--- src/rtl/cpu_pkg.sv ---
// cpu_pkg: shared definitions for the 16-bit CPU control unit.
// Holds opcode values, alu_load_src codes, instruction field positions with
// slice helpers, the control FSM state enum and the control-bundle struct
// that the decoder hands to control_fsm.
package cpu_pkg;

    // Opcodes (instruction bits [15:12]); 0x0-0x7 are ALU reg-reg operations.
    localparam logic [3:0] OpAddi  = 4'h8;
    localparam logic [3:0] OpLoadi = 4'h9;
    localparam logic [3:0] OpLoad  = 4'hA;
    localparam logic [3:0] OpStore = 4'hB;
    localparam logic [3:0] OpJmp   = 4'hC;
    localparam logic [3:0] OpBr    = 4'hD;
    localparam logic [3:0] OpPlot  = 4'hE;
    localparam logic [3:0] OpHalt  = 4'hF;

    // alu_load_src codes: which value the datapath writes into the register file.
    localparam logic [1:0] LoadSrcNone = 2'b00;
    localparam logic [1:0] LoadSrcAlu  = 2'b01;
    localparam logic [1:0] LoadSrcMem  = 2'b10;

    // Branch condition selects (rb[1:0] of a BR instruction).
    localparam logic [1:0] BrZero   = 2'b00;
    localparam logic [1:0] BrSign   = 2'b01;
    localparam logic [1:0] BrOvf    = 2'b10;
    localparam logic [1:0] BrAlways = 2'b11;

    // Instruction field positions.
    localparam int unsigned OpMsb = 15;
    localparam int unsigned OpLsb = 12;
    localparam int unsigned RdMsb = 11;
    localparam int unsigned RdLsb = 8;
    localparam int unsigned RaMsb = 7;
    localparam int unsigned RaLsb = 4;
    localparam int unsigned RbMsb = 3;
    localparam int unsigned RbLsb = 0;

    typedef enum logic [2:0] {
        StFetch,
        StExec,
        StMem,
        StImmW,
        StImm,
        StPlot,
        StHalt,
        StError
    } state_e;

    // One cycle's worth of datapath controls.
    typedef struct packed {
        logic        pc_inc;
        logic [3:0]  alu_op;
        logic [3:0]  a_select;
        logic [3:0]  b_select;
        logic [3:0]  out_select;
        logic [15:0] a_altern;
        logic [15:0] b_altern;
        logic        a_source;
        logic        b_source;
        logic [1:0]  load_src;
        logic        store_mem;
        logic        store_stk;
        logic [3:0]  color_select;
        logic [3:0]  coord_select;
        logic        vga_plot;
        logic        halted;
    } ctrl_t;

    function automatic logic [3:0] get_op(input logic [15:0] instr);
        return instr[OpMsb:OpLsb];
    endfunction

    function automatic logic [3:0] get_rd(input logic [15:0] instr);
        return instr[RdMsb:RdLsb];
    endfunction

    function automatic logic [3:0] get_ra(input logic [15:0] instr);
        return instr[RaMsb:RaLsb];
    endfunction

    function automatic logic [3:0] get_rb(input logic [15:0] instr);
        return instr[RbMsb:RbLsb];
    endfunction

endpackage

--- src/rtl/control_fsm_if.sv ---
// control_fsm_if: bundle between control_fsm, the datapath and the VGA plotter.
// Ports carried:
//   current_instruction     : memory word at PC (datapath -> control)
//   signflag/zeroflag/overflow/errorbit : datapath flags, bit 0 meaningful
//   vga_ready               : plotter can accept a pixel
//   program_counter_increment, alu_*, vga_*_select : datapath controls
//   vga_plot                : pixel request to the plotter
//   halted                  : CPU stopped (HALT or ERROR)
// Modports: master = control unit side, slave = datapath/plotter side.
interface control_fsm_if;

    logic [15:0] current_instruction;
    logic [15:0] signflag;
    logic [15:0] zeroflag;
    logic [15:0] overflow;
    logic [15:0] errorbit;
    logic        vga_ready;

    logic        program_counter_increment;
    logic [3:0]  alu_op;
    logic [3:0]  alu_a_select;
    logic [3:0]  alu_b_select;
    logic [3:0]  alu_out_select;
    logic [15:0] alu_a_altern;
    logic [15:0] alu_b_altern;
    logic        alu_a_source;
    logic        alu_b_source;
    logic [1:0]  alu_load_src;
    logic        alu_store_to_mem;
    logic        alu_store_to_stk;
    logic [3:0]  vga_color_select;
    logic [3:0]  vga_coord_select;
    logic        vga_plot;
    logic        halted;

    modport master (
        input  current_instruction, signflag, zeroflag, overflow, errorbit, vga_ready,
        output program_counter_increment, alu_op, alu_a_select, alu_b_select,
               alu_out_select, alu_a_altern, alu_b_altern, alu_a_source, alu_b_source,
               alu_load_src, alu_store_to_mem, alu_store_to_stk, vga_color_select,
               vga_coord_select, vga_plot, halted
    );

    modport slave (
        output current_instruction, signflag, zeroflag, overflow, errorbit, vga_ready,
        input  program_counter_increment, alu_op, alu_a_select, alu_b_select,
               alu_out_select, alu_a_altern, alu_b_altern, alu_a_source, alu_b_source,
               alu_load_src, alu_store_to_mem, alu_store_to_stk, vga_color_select,
               vga_coord_select, vga_plot, halted
    );

endinterface

--- src/rtl/instr_decode.sv ---
// instr_decode: combinational instruction-register decoder.
// Produces the control bundle driven while an instruction is in EXEC.
// Ports:
//   ir        : latched instruction word
//   zero_flag, sign_flag, ovf_flag : datapath flag bits for BR conditions
//   exec_ctrl : decoded controls for the EXEC cycle
module instr_decode
    import cpu_pkg::*;
#(
    parameter int unsigned IMM_W = 4
) (
    input  logic [15:0] ir,
    input  logic        zero_flag,
    input  logic        sign_flag,
    input  logic        ovf_flag,
    output ctrl_t       exec_ctrl
);

    logic [3:0] op;
    logic [3:0] rd;
    logic [3:0] ra;
    logic [3:0] rb;
    logic       br_cond;

    assign op = get_op(ir);
    assign rd = get_rd(ir);
    assign ra = get_ra(ir);
    assign rb = get_rb(ir);

    always_comb begin
        br_cond = 1'b1;
        case (rb[1:0])
            BrZero:   br_cond = zero_flag;
            BrSign:   br_cond = sign_flag;
            BrOvf:    br_cond = ovf_flag;
            BrAlways: br_cond = 1'b1;
            default:  br_cond = 1'b1;
        endcase
    end

    always_comb begin
        exec_ctrl        = '0;
        exec_ctrl.pc_inc = 1'b1;
        if (!op[3]) begin
            // ALU reg-reg: opcode low bits select the operation.
            exec_ctrl.alu_op     = {1'b0, op[2:0]};
            exec_ctrl.a_select   = ra;
            exec_ctrl.b_select   = rb;
            exec_ctrl.out_select = rd;
            exec_ctrl.load_src   = LoadSrcAlu;
        end else begin
            case (op)
                OpAddi: begin
                    exec_ctrl.alu_op                 = 4'd1;
                    exec_ctrl.a_select               = ra;
                    exec_ctrl.b_source               = 1'b1;
                    exec_ctrl.b_altern[IMM_W-1:0]    = ir[IMM_W-1:0];
                    exec_ctrl.out_select             = rd;
                    exec_ctrl.load_src               = LoadSrcAlu;
                end
                OpLoad: begin
                    exec_ctrl.a_select   = ra;
                    exec_ctrl.out_select = rd;
                    exec_ctrl.load_src   = LoadSrcMem;
                end
                OpStore: begin
                    exec_ctrl.a_select   = ra;
                    exec_ctrl.out_select = rd;
                    exec_ctrl.store_mem  = 1'b1;
                end
                OpJmp: begin
                    // ALU passes ra through and the result is written to PC (r0).
                    exec_ctrl.a_select = ra;
                    exec_ctrl.load_src = LoadSrcAlu;
                    exec_ctrl.pc_inc   = 1'b0;
                end
                OpBr: begin
                    if (br_cond) begin
                        exec_ctrl.a_select = ra;
                        exec_ctrl.load_src = LoadSrcAlu;
                        exec_ctrl.pc_inc   = 1'b0;
                    end
                end
                OpPlot: begin
                    // PC advances once, at the end of the plot handshake.
                    exec_ctrl.color_select = rd;
                    exec_ctrl.coord_select = ra;
                    exec_ctrl.pc_inc       = 1'b0;
                end
                default: begin
                    // LOADI and HALT only step PC here.
                end
            endcase
        end
    end

endmodule

--- src/rtl/control_fsm.sv ---
// control_fsm: multi-cycle control unit for the 16-bit CPU.
// Holds the state and instruction registers, sequences multi-cycle
// instructions (LOAD, LOADI, PLOT) and overrides the decoded controls per state.
// Ports:
//   clock : system clock, rising edge
//   reset : asynchronous, active-high reset
//   bus   : control_fsm_if master modport (instruction, flags, vga_ready in;
//           all datapath controls, vga_plot and halted out)
module control_fsm
    import cpu_pkg::*;
#(
    parameter int unsigned IMM_W = 4
) (
    input logic            clock,
    input logic            reset,
    control_fsm_if.master  bus
);

    state_e      state_q, state_d;
    logic [15:0] ir_q, ir_d;
    ctrl_t       exec_ctrl;
    ctrl_t       ctrl;
    logic        unused_flags;

    // Only bit 0 of each flag word is meaningful.
    assign unused_flags = ^{bus.signflag[15:1], bus.zeroflag[15:1], bus.overflow[15:1],
                            bus.errorbit[15:1]};

    instr_decode #(
        .IMM_W (IMM_W)
    ) u_instr_decode (
        .ir        (ir_q),
        .zero_flag (bus.zeroflag[0]),
        .sign_flag (bus.signflag[0]),
        .ovf_flag  (bus.overflow[0]),
        .exec_ctrl (exec_ctrl)
    );

    always_ff @(posedge clock or posedge reset) begin
        if (reset) begin
            state_q <= StFetch;
            ir_q    <= 16'h0000;
        end else begin
            state_q <= state_d;
            ir_q    <= ir_d;
        end
    end

    assign ir_d = (state_q == StFetch) ? bus.current_instruction : ir_q;

    always_comb begin
        state_d = state_q;
        case (state_q)
            StFetch: state_d = StExec;
            StExec: begin
                case (get_op(ir_q))
                    OpLoad:  state_d = StMem;
                    OpLoadi: state_d = StImmW;
                    OpPlot:  state_d = StPlot;
                    OpHalt:  state_d = StHalt;
                    default: state_d = StFetch;
                endcase
            end
            StMem:   state_d = StFetch;
            StImmW:  state_d = StImm;
            StImm:   state_d = StFetch;
            StPlot:  state_d = bus.vga_ready ? StFetch : StPlot;
            StHalt:  state_d = StHalt;
            StError: state_d = StError;
            default: state_d = StError;
        endcase
        // A sampled error beats every other transition, so e.g. a LOAD never
        // reaches its MEM cycle once the error is seen in EXEC.
        if (bus.errorbit[0]) begin
            state_d = StError;
        end
    end

    always_comb begin
        ctrl = '0;
        case (state_q)
            StExec: ctrl = exec_ctrl;
            StMem: begin
                ctrl        = exec_ctrl;
                ctrl.pc_inc = 1'b0;
            end
            StImm: begin
                // Second LOADI word is on the bus this cycle; route it straight in.
                ctrl.a_source   = 1'b1;
                ctrl.a_altern   = bus.current_instruction;
                ctrl.out_select = get_rd(ir_q);
                ctrl.load_src   = LoadSrcAlu;
                ctrl.pc_inc     = 1'b1;
            end
            StPlot: begin
                ctrl.color_select = get_rd(ir_q);
                ctrl.coord_select = get_ra(ir_q);
                ctrl.vga_plot     = 1'b1;
                ctrl.pc_inc       = bus.vga_ready;
            end
            StHalt, StError: ctrl.halted = 1'b1;
            default: ctrl = '0;
        endcase
        ctrl.store_stk = 1'b0;
    end

    assign bus.program_counter_increment = ctrl.pc_inc;
    assign bus.alu_op                    = ctrl.alu_op;
    assign bus.alu_a_select              = ctrl.a_select;
    assign bus.alu_b_select              = ctrl.b_select;
    assign bus.alu_out_select            = ctrl.out_select;
    assign bus.alu_a_altern              = ctrl.a_altern;
    assign bus.alu_b_altern              = ctrl.b_altern;
    assign bus.alu_a_source              = ctrl.a_source;
    assign bus.alu_b_source              = ctrl.b_source;
    assign bus.alu_load_src              = ctrl.load_src;
    assign bus.alu_store_to_mem          = ctrl.store_mem;
    assign bus.alu_store_to_stk          = ctrl.store_stk;
    assign bus.vga_color_select          = ctrl.color_select;
    assign bus.vga_coord_select          = ctrl.coord_select;
    assign bus.vga_plot                  = ctrl.vga_plot;
    assign bus.halted                    = ctrl.halted;

endmodule

--- src/flat_wrapper.sv ---
// flat-port wrapper written by rule: the top's interface ports become plain ports
module control_fsm_flat import cpu_pkg::*;
#(
    parameter int unsigned IMM_W = 4
)
  (clock, reset, bus_current_instruction, bus_signflag, bus_zeroflag, bus_overflow, bus_errorbit, bus_vga_ready, bus_program_counter_increment, bus_alu_op, bus_alu_a_select, bus_alu_b_select, bus_alu_out_select, bus_alu_a_altern, bus_alu_b_altern, bus_alu_a_source, bus_alu_b_source, bus_alu_load_src, bus_alu_store_to_mem, bus_alu_store_to_stk, bus_vga_color_select, bus_vga_coord_select, bus_vga_plot, bus_halted);
  control_fsm_if bus_i ();
  input logic clock;
  input logic reset;
  input wire logic [$bits(bus_i.current_instruction)-1:0] bus_current_instruction;
  input wire logic [$bits(bus_i.signflag)-1:0] bus_signflag;
  input wire logic [$bits(bus_i.zeroflag)-1:0] bus_zeroflag;
  input wire logic [$bits(bus_i.overflow)-1:0] bus_overflow;
  input wire logic [$bits(bus_i.errorbit)-1:0] bus_errorbit;
  input wire logic [$bits(bus_i.vga_ready)-1:0] bus_vga_ready;
  output wire logic [$bits(bus_i.program_counter_increment)-1:0] bus_program_counter_increment;
  output wire logic [$bits(bus_i.alu_op)-1:0] bus_alu_op;
  output wire logic [$bits(bus_i.alu_a_select)-1:0] bus_alu_a_select;
  output wire logic [$bits(bus_i.alu_b_select)-1:0] bus_alu_b_select;
  output wire logic [$bits(bus_i.alu_out_select)-1:0] bus_alu_out_select;
  output wire logic [$bits(bus_i.alu_a_altern)-1:0] bus_alu_a_altern;
  output wire logic [$bits(bus_i.alu_b_altern)-1:0] bus_alu_b_altern;
  output wire logic [$bits(bus_i.alu_a_source)-1:0] bus_alu_a_source;
  output wire logic [$bits(bus_i.alu_b_source)-1:0] bus_alu_b_source;
  output wire logic [$bits(bus_i.alu_load_src)-1:0] bus_alu_load_src;
  output wire logic [$bits(bus_i.alu_store_to_mem)-1:0] bus_alu_store_to_mem;
  output wire logic [$bits(bus_i.alu_store_to_stk)-1:0] bus_alu_store_to_stk;
  output wire logic [$bits(bus_i.vga_color_select)-1:0] bus_vga_color_select;
  output wire logic [$bits(bus_i.vga_coord_select)-1:0] bus_vga_coord_select;
  output wire logic [$bits(bus_i.vga_plot)-1:0] bus_vga_plot;
  output wire logic [$bits(bus_i.halted)-1:0] bus_halted;
  assign bus_i.current_instruction = bus_current_instruction;
  assign bus_i.signflag = bus_signflag;
  assign bus_i.zeroflag = bus_zeroflag;
  assign bus_i.overflow = bus_overflow;
  assign bus_i.errorbit = bus_errorbit;
  assign bus_i.vga_ready = bus_vga_ready;
  assign bus_program_counter_increment = bus_i.program_counter_increment;
  assign bus_alu_op = bus_i.alu_op;
  assign bus_alu_a_select = bus_i.alu_a_select;
  assign bus_alu_b_select = bus_i.alu_b_select;
  assign bus_alu_out_select = bus_i.alu_out_select;
  assign bus_alu_a_altern = bus_i.alu_a_altern;
  assign bus_alu_b_altern = bus_i.alu_b_altern;
  assign bus_alu_a_source = bus_i.alu_a_source;
  assign bus_alu_b_source = bus_i.alu_b_source;
  assign bus_alu_load_src = bus_i.alu_load_src;
  assign bus_alu_store_to_mem = bus_i.alu_store_to_mem;
  assign bus_alu_store_to_stk = bus_i.alu_store_to_stk;
  assign bus_vga_color_select = bus_i.vga_color_select;
  assign bus_vga_coord_select = bus_i.vga_coord_select;
  assign bus_vga_plot = bus_i.vga_plot;
  assign bus_halted = bus_i.halted;
  control_fsm #(.IMM_W(IMM_W)) u_core (.clock(clock), .reset(reset), .bus(bus_i));
endmodule
--- config.mk ---
export PLATFORM = sky130hd
export DESIGN_NAME = control_fsm_flat
export DESIGN_NICKNAME = d
export VERILOG_FILES = /design/src/rtl/cpu_pkg.sv /design/src/rtl/control_fsm_if.sv /design/src/rtl/instr_decode.sv /design/src/rtl/control_fsm.sv /design/src/flat_wrapper.sv
export SDC_FILE = /design/constraint.sdc
export NUM_CORES = 1
export LEC_CHECK = 0
export CORE_ASPECT_RATIO = 1.5
export CORE_MARGIN = 5
export CORE_UTILIZATION = 25
export DETAILED_ROUTE_END_ITERATION = 10
export GPL_TIMING_DRIVEN = 0
export MAX_ROUTING_LAYER = met4
export PLACE_DENSITY = 0.8
export SLEW_MARGIN = 10
export SYNTH_ARGS = -nofsm -noshare
export SYNTH_HDL_FRONTEND = slang
export SYNTH_SLANG_ARGS = --single-unit
--- constraint.sdc ---
create_clock -name clock -period 1.6 [get_ports clock]
set_input_delay 0.32 -clock clock [delete_from_list [all_inputs] [get_ports clock]]
set_output_delay 0.32 -clock clock [all_outputs]
set_load 0.02 [all_outputs]
Yosys cells after proc, flatten, opt, wreduce, memory -nomap -nowiden
Index checks and enable logic that the tools add are counted.
Widths: inputs -> output; s select.
{"block": "totals", "register_bits": 19, "latchBits": 0, "ram_bits": 0, "mem_bits_ro": 0, "inputBits": 83, "elab_cells": 65, "memories": 0}
{"block": "op_classes", "addsub": 0, "multipliers": 0, "n_div": 0, "magnitude_cmp": 0, "n_eq_ne": 18, "n_shift": 0, "mux": 36, "bitwise_logic": 0, "reduce_logical": 9}
{"operator": "$pmux 20 s2", "count": 1}
{"operator": "$eq 4x4->1 const B", "count": 8}
{"operator": "$mux 4", "count": 7}
{"operator": "$pmux 3 s7", "count": 1}
{"operator": "$pmux 9 s2", "count": 1}
{"operator": "$mux 8", "count": 2}
{"operator": "$eq 3x3->1 const B", "count": 4}
{"operator": "$pmux 3 s4", "count": 1}
{"operator": "$mux 1", "count": 11}
{"operator": "$mux 11", "count": 1}
{"operator": "$reduce_or 2->1", "count": 5}
{"operator": "$pmux 4 s2", "count": 1}
{"operator": "$mux 7", "count": 1}
{"operator": "$eq 3x2->1 const B", "count": 2}
{"operator": "$mux 3", "count": 2}
{"operator": "$pmux 2 s3", "count": 1}
{"operator": "$eq 2x2->1 const B", "count": 2}
{"operator": "$mux 2", "count": 2}
{"operator": "$pmux 1 s4", "count": 1}
{"operator": "$pmux 2 s2", "count": 1}
{"operator": "$reduce_or 4->1", "count": 1}
{"operator": "$eq 3x1->1 const B", "count": 1}
{"operator": "$logic_not 3->1", "count": 1}
{"operator": "$pmux 1 s3", "count": 1}
{"operator": "4 further kinds", "count": 4}

Logic depth before layout (Yosys ltp)
{"block": "depth", "ltp_word": 6, "mapped_depth": 5}

Hierarchy
Synthesis repeated with hierarchy kept, for this count alone.
{"block": "unflattened", "hier_cells": 229, "area_unflattened_um2": 2059.5}
{"module": "control_fsm", "n_inst": 1, "cells_per_inst": 144, "area_per_inst_um2": 1492.7, "seq_area_each_um2": 475.5}
{"module": "instr_decode", "n_inst": 1, "cells_per_inst": 85, "area_per_inst_um2": 566.8, "seq_area_each_um2": 0.0}

Worst setup path before layout
OpenSTA, ideal clock, no wires.
{"block": "synth_timing", "kind": "reg-to-output", "start": "reg u_core.state_q[1]", "end": "out bus_alu_load_src[1]", "arrival_time_ps": 1522, "t_required_ps": 1280, "path_slack_ps": -242, "path_stages_with_launch": 5, "n_path_buf": 1, "cell_sequence": "dfrtp_1 -> buf_4 -> xor2_1 -> nand2b_1 -> nor4_1"}
{"block": "synth_via", "elab_chain_cells": 3, "word_cells_on_any_way": 5, "classes_between": "eq/ne: 3; mux: 1; reduce/logical: 1"}
{"item": "from (decl)", "line_no": "control_fsm.sv:19", "source": "state_e state_q, state_d;"}
{"item": "from (signal assigned)", "line_no": "control_fsm.sv:41", "source": "state_q <= StFetch;"}
{"item": "from (signal assigned)", "line_no": "control_fsm.sv:44", "source": "state_q <= state_d;"}
{"item": "$eq 3x2->1 / $eq 3x1->1 (equally long branches)", "line_no": "control_fsm.sv:81", "source": "case (state_q)"}
{"item": "$reduce_or 2->1 (no source line)"}
{"item": "$pmux 2 s2 *", "line_no": "control_fsm.sv:81"}
{"item": "to (decl)", "line_no": "flat_wrapper.sv:25", "source": "output wire logic [$bits(bus_i.alu_load_src)-1:0] bus_alu_load_src;"}
Mark *: on every way between the ends. The rest lies on a longest branch, timed or not.

Worst setup path after layout
{"block": "layout_timing", "start": "reg u_core.state_q[1]", "end": "out bus_vga_coord_select[3]"}
{"block": "layout_via", "elab_chain_cells": 3, "word_cells_on_any_way": 5, "classes_between": "eq/ne: 3; mux: 1; reduce/logical: 1"}
{"item": "$eq 3x2->1 / $eq 3x1->1 (equally long branches)", "line_no": "control_fsm.sv:81"}
{"item": "$reduce_or 2->1 (no source line)"}
{"item": "$pmux 9 s2 *", "line_no": "control_fsm.sv:81"}
{"item": "to (decl)", "line_no": "flat_wrapper.sv:29", "source": "output wire logic [$bits(bus_i.vga_coord_select)-1:0] bus_vga_coord_select;"}
Marks and branches as above.

==> impl_metrics.json <==
{
  "antenna_found_initial": 0,
  "synth.avg_cell_area_um2": 8.90,
  "synthCells": 166,
  "use_met2": 0.261,
  "dpl_cell_area_um2": 2380,
  "end_kind": "output pin",
  "place_congestion": 0.851,
  "post_drt_wl_per_cell_um": 16.8,
  "grt_util_met3": 0.0164,
  "cts.path.max_buffers": 2,
  "design.die.area_um2": 7580,
  "viasPerCell": 4.63,
  "setup_slack_ps": -600,
  "fin_area_um2": 3270,
  "cts-root-buf": "clkbuf_8",
  "first_global_vias": 1772,
  "busiest_layer": "met2",
  "ir_drop_uv": 398,
  "arrival_ps": 1880,
  "area_growth_pct": 121,
  "yosys_warnings": 0,
  "crit_required_ps": 1280,
  "cts_tree": "built",
  "grt-ovfl-total": 0,
  "startpoint_type": "flip-flop",
  "row_count": 34,
  "cts_made_buffers": 3,
  "relSlewSlack": 0.485,
  "dp_hpwl_mm": 3.73,
  "port_buffers": 73,
  "holdBufCountCts": 0,
  "max_cap_viol_count": 0,
  "cp_max_fo": 5,
  "grt_pass1_wl_mm": 8.80,
  "htree_levels": 1,
  "routed-via-count": 1750,
  "post-route-period-util": 1.38,
  "slew_violations": 0,
  "power_density_nw_per_um2": 302,
  "n_antenna_cell": 0,
  "drive_gt1_frac": 0.660,
  "hold_violations": 0,
  "ys_types": 35,
  "yosysMostFrequentCell": "dfrtp_1",
  "path_clk_slew_ps": 80,
  "failed_checks": "negative setup slack",
  "synth_area_leader_cell": "dfrtp_1",
  "synth_edf_count": 0,
  "antenna_left": 0,
  "wirelength_mm": 6.37,
  "netlist_area_um2": 1480,
  "r2r.worst_path.cells": 5,
  "yosys_most_used_dff": "dfrtp_1",
  "n_fill_cell": 473,
  "die_h_um": 104,
  "fin_skew_ps": 5.09,
  "rsz0062_at_grt": "true",
  "yosys-top-cells-area": "dfrtp_1, mux2_2, buf_4",
  "netlist.area_leader.share": 0.322,
  "ios": 148,
  "min_path_type": "in -> async",
  "synthArstFlopShare": 1.00,
  "reg2reg_setup_slack_ps": -20,
  "setup_viol": 53,
  "fp.dieW_um": 72.8,
  "drt_iter0_drc": 62,
  "hold_ws_ps": 494,
  "r2r-start": "u_core.state_q[1]",
  "insertion_delay_ps": 270,
  "rr_endpoint": "u_core.ir_q[8]",
  "crit_type": "reg -> out",
  "ys_seq_area_frac": 0.322,
  "drt-pass1-iter-count": 4,
  "tightest_slew_ps": 771,
  "core_area_um2": 5790,
  "yosys-top-cells-count": "dfrtp_1, and2_1, buf_4, mux2_2, nor2b_1",
  "gr-usage-met1": 0.168,
  "clkSinkCount": 19,
  "grt_start_max_net_pins": 20,
  "run_status": "finished with violations",
  "fin_nets": 390,
  "period_needed_ps": 2200,
  "grt.total_usage": 0.151,
  "tns_ps": -21330,
  "leakage_nw": 1.54,
  "fmax_mhz": 455,
  "start_util": 0.255,
  "ys_seq_elements": 19,
  "drcViolationCount": 0
}
-- critical path, stage by stage (launching register included) --
cell and delay [ps]:
dfrtp_1 380, buf_6 140, xor2_4 180, and2b_4 200, buf_12 130, a21oi_4 230
buf_6 150, nor2b_1 40, buf_4 150
-- repair_timing --
item                                    CTS  global route
endpoints found under the setup margin   51            63
resized for setup                       334            66
endpoints found under the hold margin     0             0
gates cloned                              1             1
pin swaps                                19            13
setup buffers                            24            28
-- sequential cells by signal, indices dropped and copies added (netlist names) --
register and flops:
u_core.ir_q 16, u_core.state_q 3
-- layout by cell type (no fill, tap or decap), types with 4 or more instances in the layout --
cell type	count
nand2_1	7
clkdlybuf4s50_1	22
nor2b_2	5
and3_1	4
mux2_4	4
and3_4	8
buf_12	4
mux2_2	9
buf_2	4
o21ai_0	6
dfrtp_1	17
inv_1	5
nor2_1	5
clkbuf_8	5
buf_6	69
nand2b_4	4
nor2b_1	5
and2_4	17
buf_4	44
conb_1	14
-- report_power, final --
group	switching, mW	total [mW]	internal [mW]
registers	0.000752	0.481	0.480
logic	0.0668	0.145	0.0779
clock network	0.185	0.359	0.174
-- worst max-delay path by stage --
stage | slack, ps | end | cells past startpoint | startpoint
5_1_grt | -650 | bus_vga_coord_select[0] | 8 | u_core.state_q[1]
3_3_place_gp | -980 | bus_alu_a_select[3] | 6 | bus_overflow[0]
4_1_cts | -640 | bus_alu_a_select[1] | 6 | u_core.ir_q[1]
3_5_place_dp | -970 | bus_alu_a_select[1] | 6 | bus_zeroflag[0]
2_1_floorplan | -30 | bus_vga_color_select[3] | 5 | u_core.ir_q[13]
6_report | -600 | bus_vga_coord_select[3] | 8 | u_core.state_q[1]
-- cell type report --
type,instances,area [um^2],area share
timing repair buffer,123,1270,0.388
multi-input combinational,130,1130,0.347
sequential,19,478,0.146
buffer,25,234,0.0716
tap,72,90.1,0.0276
clock buffer,3,41.3,0.0126
inverter,5,18.8,0.00575
clock inverter,1,5.00,0.00153
-- per-stage QoR --
stage	power, mW	util	cells	setup slack (ps)
final	0.985	0.564	378	-600
after global routing	1.02	0.564	378	-647
after CTS	0.969	0.494	353	-639
after detailed placement	0.626	0.412	324	-973
after global placement	0.625	0.412	324	-982
after floorplan	0.561	-	179	-33.1
-- kinds of logic (layout without fill, tap and decap cells) --
group,Yosys count,in the layout,synth area share
mux,14,14,0.106
flops,19,19,0.322
other cells,1,14,0.00254
buf+inv,30,157,0.144
simple gates,79,79,0.316
compound gates,21,21,0.0982
xor+xnor,2,2,0.0119
-- layer usage --
layer	wire (um)	vias up
li1	-	807
met1	2270	840
met2	3520	85
met3	332	18
met4	237	0
met5	0	-
No activity file was read; power rests on OpenSTA's default activity.
==> patch (config.mk and constraints unchanged) <==
Re-encode `state_e` (8 states) as one-hot, 8 bits wide.
--- a/src/rtl/cpu_pkg.sv
+++ b/src/rtl/cpu_pkg.sv
@@ -36,13 +36,13 @@
     localparam int unsigned RbLsb = 0;
 
-    typedef enum logic [2:0] {
-        StFetch,
-        StExec,
-        StMem,
-        StImmW,
-        StImm,
-        StPlot,
-        StHalt,
-        StError
+    typedef enum logic [7:0] {
+        StFetch = 8'b00000001,
+        StExec  = 8'b00000010,
+        StMem   = 8'b00000100,
+        StImmW  = 8'b00001000,
+        StImm   = 8'b00010000,
+        StPlot  = 8'b00100000,
+        StHalt  = 8'b01000000,
+        StError = 8'b10000000
     } state_e;
 
Formal check against the unedited RTL: same outputs for any inputs over 10 cycles, from zero or initial values and one cycle with reset high; not proved beyond that.
==> patch against the original RTL <==
The run still ends with setup timing left. Via count up 11%. Largest cell class unchanged. Setup slack got worse by 0.20 ns. Cell area increased by 13%. Sequential power increased by 37%. Die area rose by 14%. Wire length up 11%. Combinational power increased by 69%. Synthesized area increased by 15%. Highest routed layer unchanged. Clock power is 15% higher. Sequential cell count grew 5. First-iteration DRC count up 1.6%. Total power rose by 34%. Critical path depth shrank 1.
==> patch: results (changes against the original RTL) <==
Place
  • DP HPWL: 4290 um (+15%)
  • Final RePlAce weighted congestion: 0.869 (+2.2%)
  • Area after DPL: 2840 um2 (+19%)

Pwr
  • Max VDD drop: 0.390 mV (-1.9%)
  • Net Sw Frac: 0.262 (+0.00542)
  • Combinational share of power: 0.186 (+0.039)
  • Leakage: 1.70 nW (+10%)
  • Seq group: 0.660 mW (+37%)

Yosys
  • Post-synthesis compound-gate area fraction: 0.127 (+0.0286)
  • XOR/XNOR Fraction of Synth Area: 0.0205 (+0.00867)
  • Synth Instances: 180 (+8.4%)
  • Largest cells by area after synthesis: dfrtp_1, mux2_2, buf_4
  • Top cells by count, synth: dfrtp_1, and2_1, mux2_2, buf_4, a21boi_0
  • Multiplexer share of the synthesized area: 0.111 (+0.00559)
  • Netlist cell types: 45 (+29%)
  • Register area share after synthesis: 0.353 (+0.0309)

Global routing
  • Global-route wire length before repair: 9930 um (+13%)
  • GR Util All Layers: 0.146 (-0.00485)
  • Largest net degree at the start of global routing: 25 (+25%)

Setup path
  • Cells on worst reg2reg path: 9 (+4)
  • Worst path arrival time: 2.08 ns (+0.20 ns)
  • Crit Path Max Fanout: 7 (+2)

Hold path
  • Worst hold path type: flip-flop to flip-flop

Route
  • Vias per cell: 4.91 (+6.0%)
  • Routed WL per cell: 18.0 um (+6.6%)
  • DR iter-0 viols: 63 (+1.6%)

Outcome
  • Status: complete, but fails checks
  • Failing checks: setup timing

Cells and area
  • Fillers: 536 (+13%)
  • Top Registers: u_core.ir_q x16, u_core.state_q x8
  • Share of cells above drive strength 1: 0.703 (+0.0433)

Timing
  • Final setup fails: 71 (+34%)
  • Worst-Margin Slew: 0.958 ns (+0.187 ns)
  • Worst Slack Setup Final: -0.797 ns (-0.196 ns)
  • Setup Skew: 0.00185 ns (-0.00323 ns)
## patch: cell count changes in the layout (fill, tap and decap cells not counted), moves of 4 or more
cell	before	now
nor2b_1	5	0
and4_4	0	4
nor2b_2	5	0
mux2_2	9	16
a21boi_4	0	5
nand2_1	7	3
and2_4	17	13
a21boi_2	0	7
nand2b_4	4	0
mux2_4	4	0
buf_4	44	39
## patch: path summary, 6_finish.rpt
path,start,slack (ns),to
min in group asynchronous,reset,0.58,u_core.ir_q[8]$_DFFE_PP0N_
max in group asynchronous,reset,0.38,u_core.state_q[1]$_DFF_PP0_
setup / recovery,u_core.state_q[0]$_DFF_PP1_,-0.80,bus_alu_a_altern[7]
setup reg to reg,u_core.state_q[6]$_DFF_PP0_,-0.20,u_core.ir_q[8]$_DFFE_PP0N_
hold / removal,u_core.ir_q[7]$_DFFE_PP0N_,0.54,u_core.ir_q[7]$_DFFE_PP0N_
hold reg to reg,u_core.ir_q[7]$_DFFE_PP0N_,0.54,u_core.ir_q[7]$_DFFE_PP0N_
## patch: worst max-delay path, stage by stage (launching register included)
cell	delay (ns)
dfstp_2	0.39
or4_4	0.56
nor3_4	0.20
nand3b_4	0.15
clkinv_4	0.12
clkbuf_16	0.15
and2_4	0.14
buf_6	0.11
## patch: metrics by stage
stage	utilization	setup TNS, ns	total power, mW	worst slack [ns]
4_1_cts	0.505	-35.52	1.31	-0.820
5_1_grt	0.545	-42.12	1.37	-0.852
6_report	0.545	-37.92	1.32	-0.797
2_1_floorplan	-	-11.99	0.802	-0.360
3_3_place_gp	0.419	-47.29	0.883	-1.04
3_5_place_dp	0.419	-48.95	0.889	-1.07
## patch: area by class of cell
cell class / instances / area, um2 / share of cell area
repair buffers: 121 / 1300 / 0.352
well taps: 78 / 97.6 / 0.0265
multi-input cells: 139 / 1400 / 0.379
clock buffers: 4 / 55.1 / 0.0150
plain buffers: 21 / 190 / 0.0517
flip-flops and latches: 24 / 607 / 0.165
inverters: 8 / 37.5 / 0.0102
## patch: cell families (layout without fill, tap and decap cells)
logic type	Yosys count	count (layout)
AND/OR/NAND/NOR	72	72
multiplexers	17	17
flip-flops	24	24
buffers and inverters	30	154
XOR/XNOR	4	4
other	1	14
AO/OA/AOI/OAI	32	32
## patch: metal layers
metal | share of wire | global-route usage
met1 | 0.34 | 0.149
met2 | 0.59 | 0.278
met3 | 0.038 | 0.0114
met4 | 0.037 | 0.0596
met5 | 0 | -
## patch: timing repair
| item | CTS | global route |
|---|---|---|
| gates resized for setup | 340 | 35 |
| pin swaps | 17 | 19 |
| setup buffers | 30 | 17 |
| endpoints found under the setup margin | 70 | 73 |
| hold buffers | 0 | 0 |
| cloned | 3 | 1 |
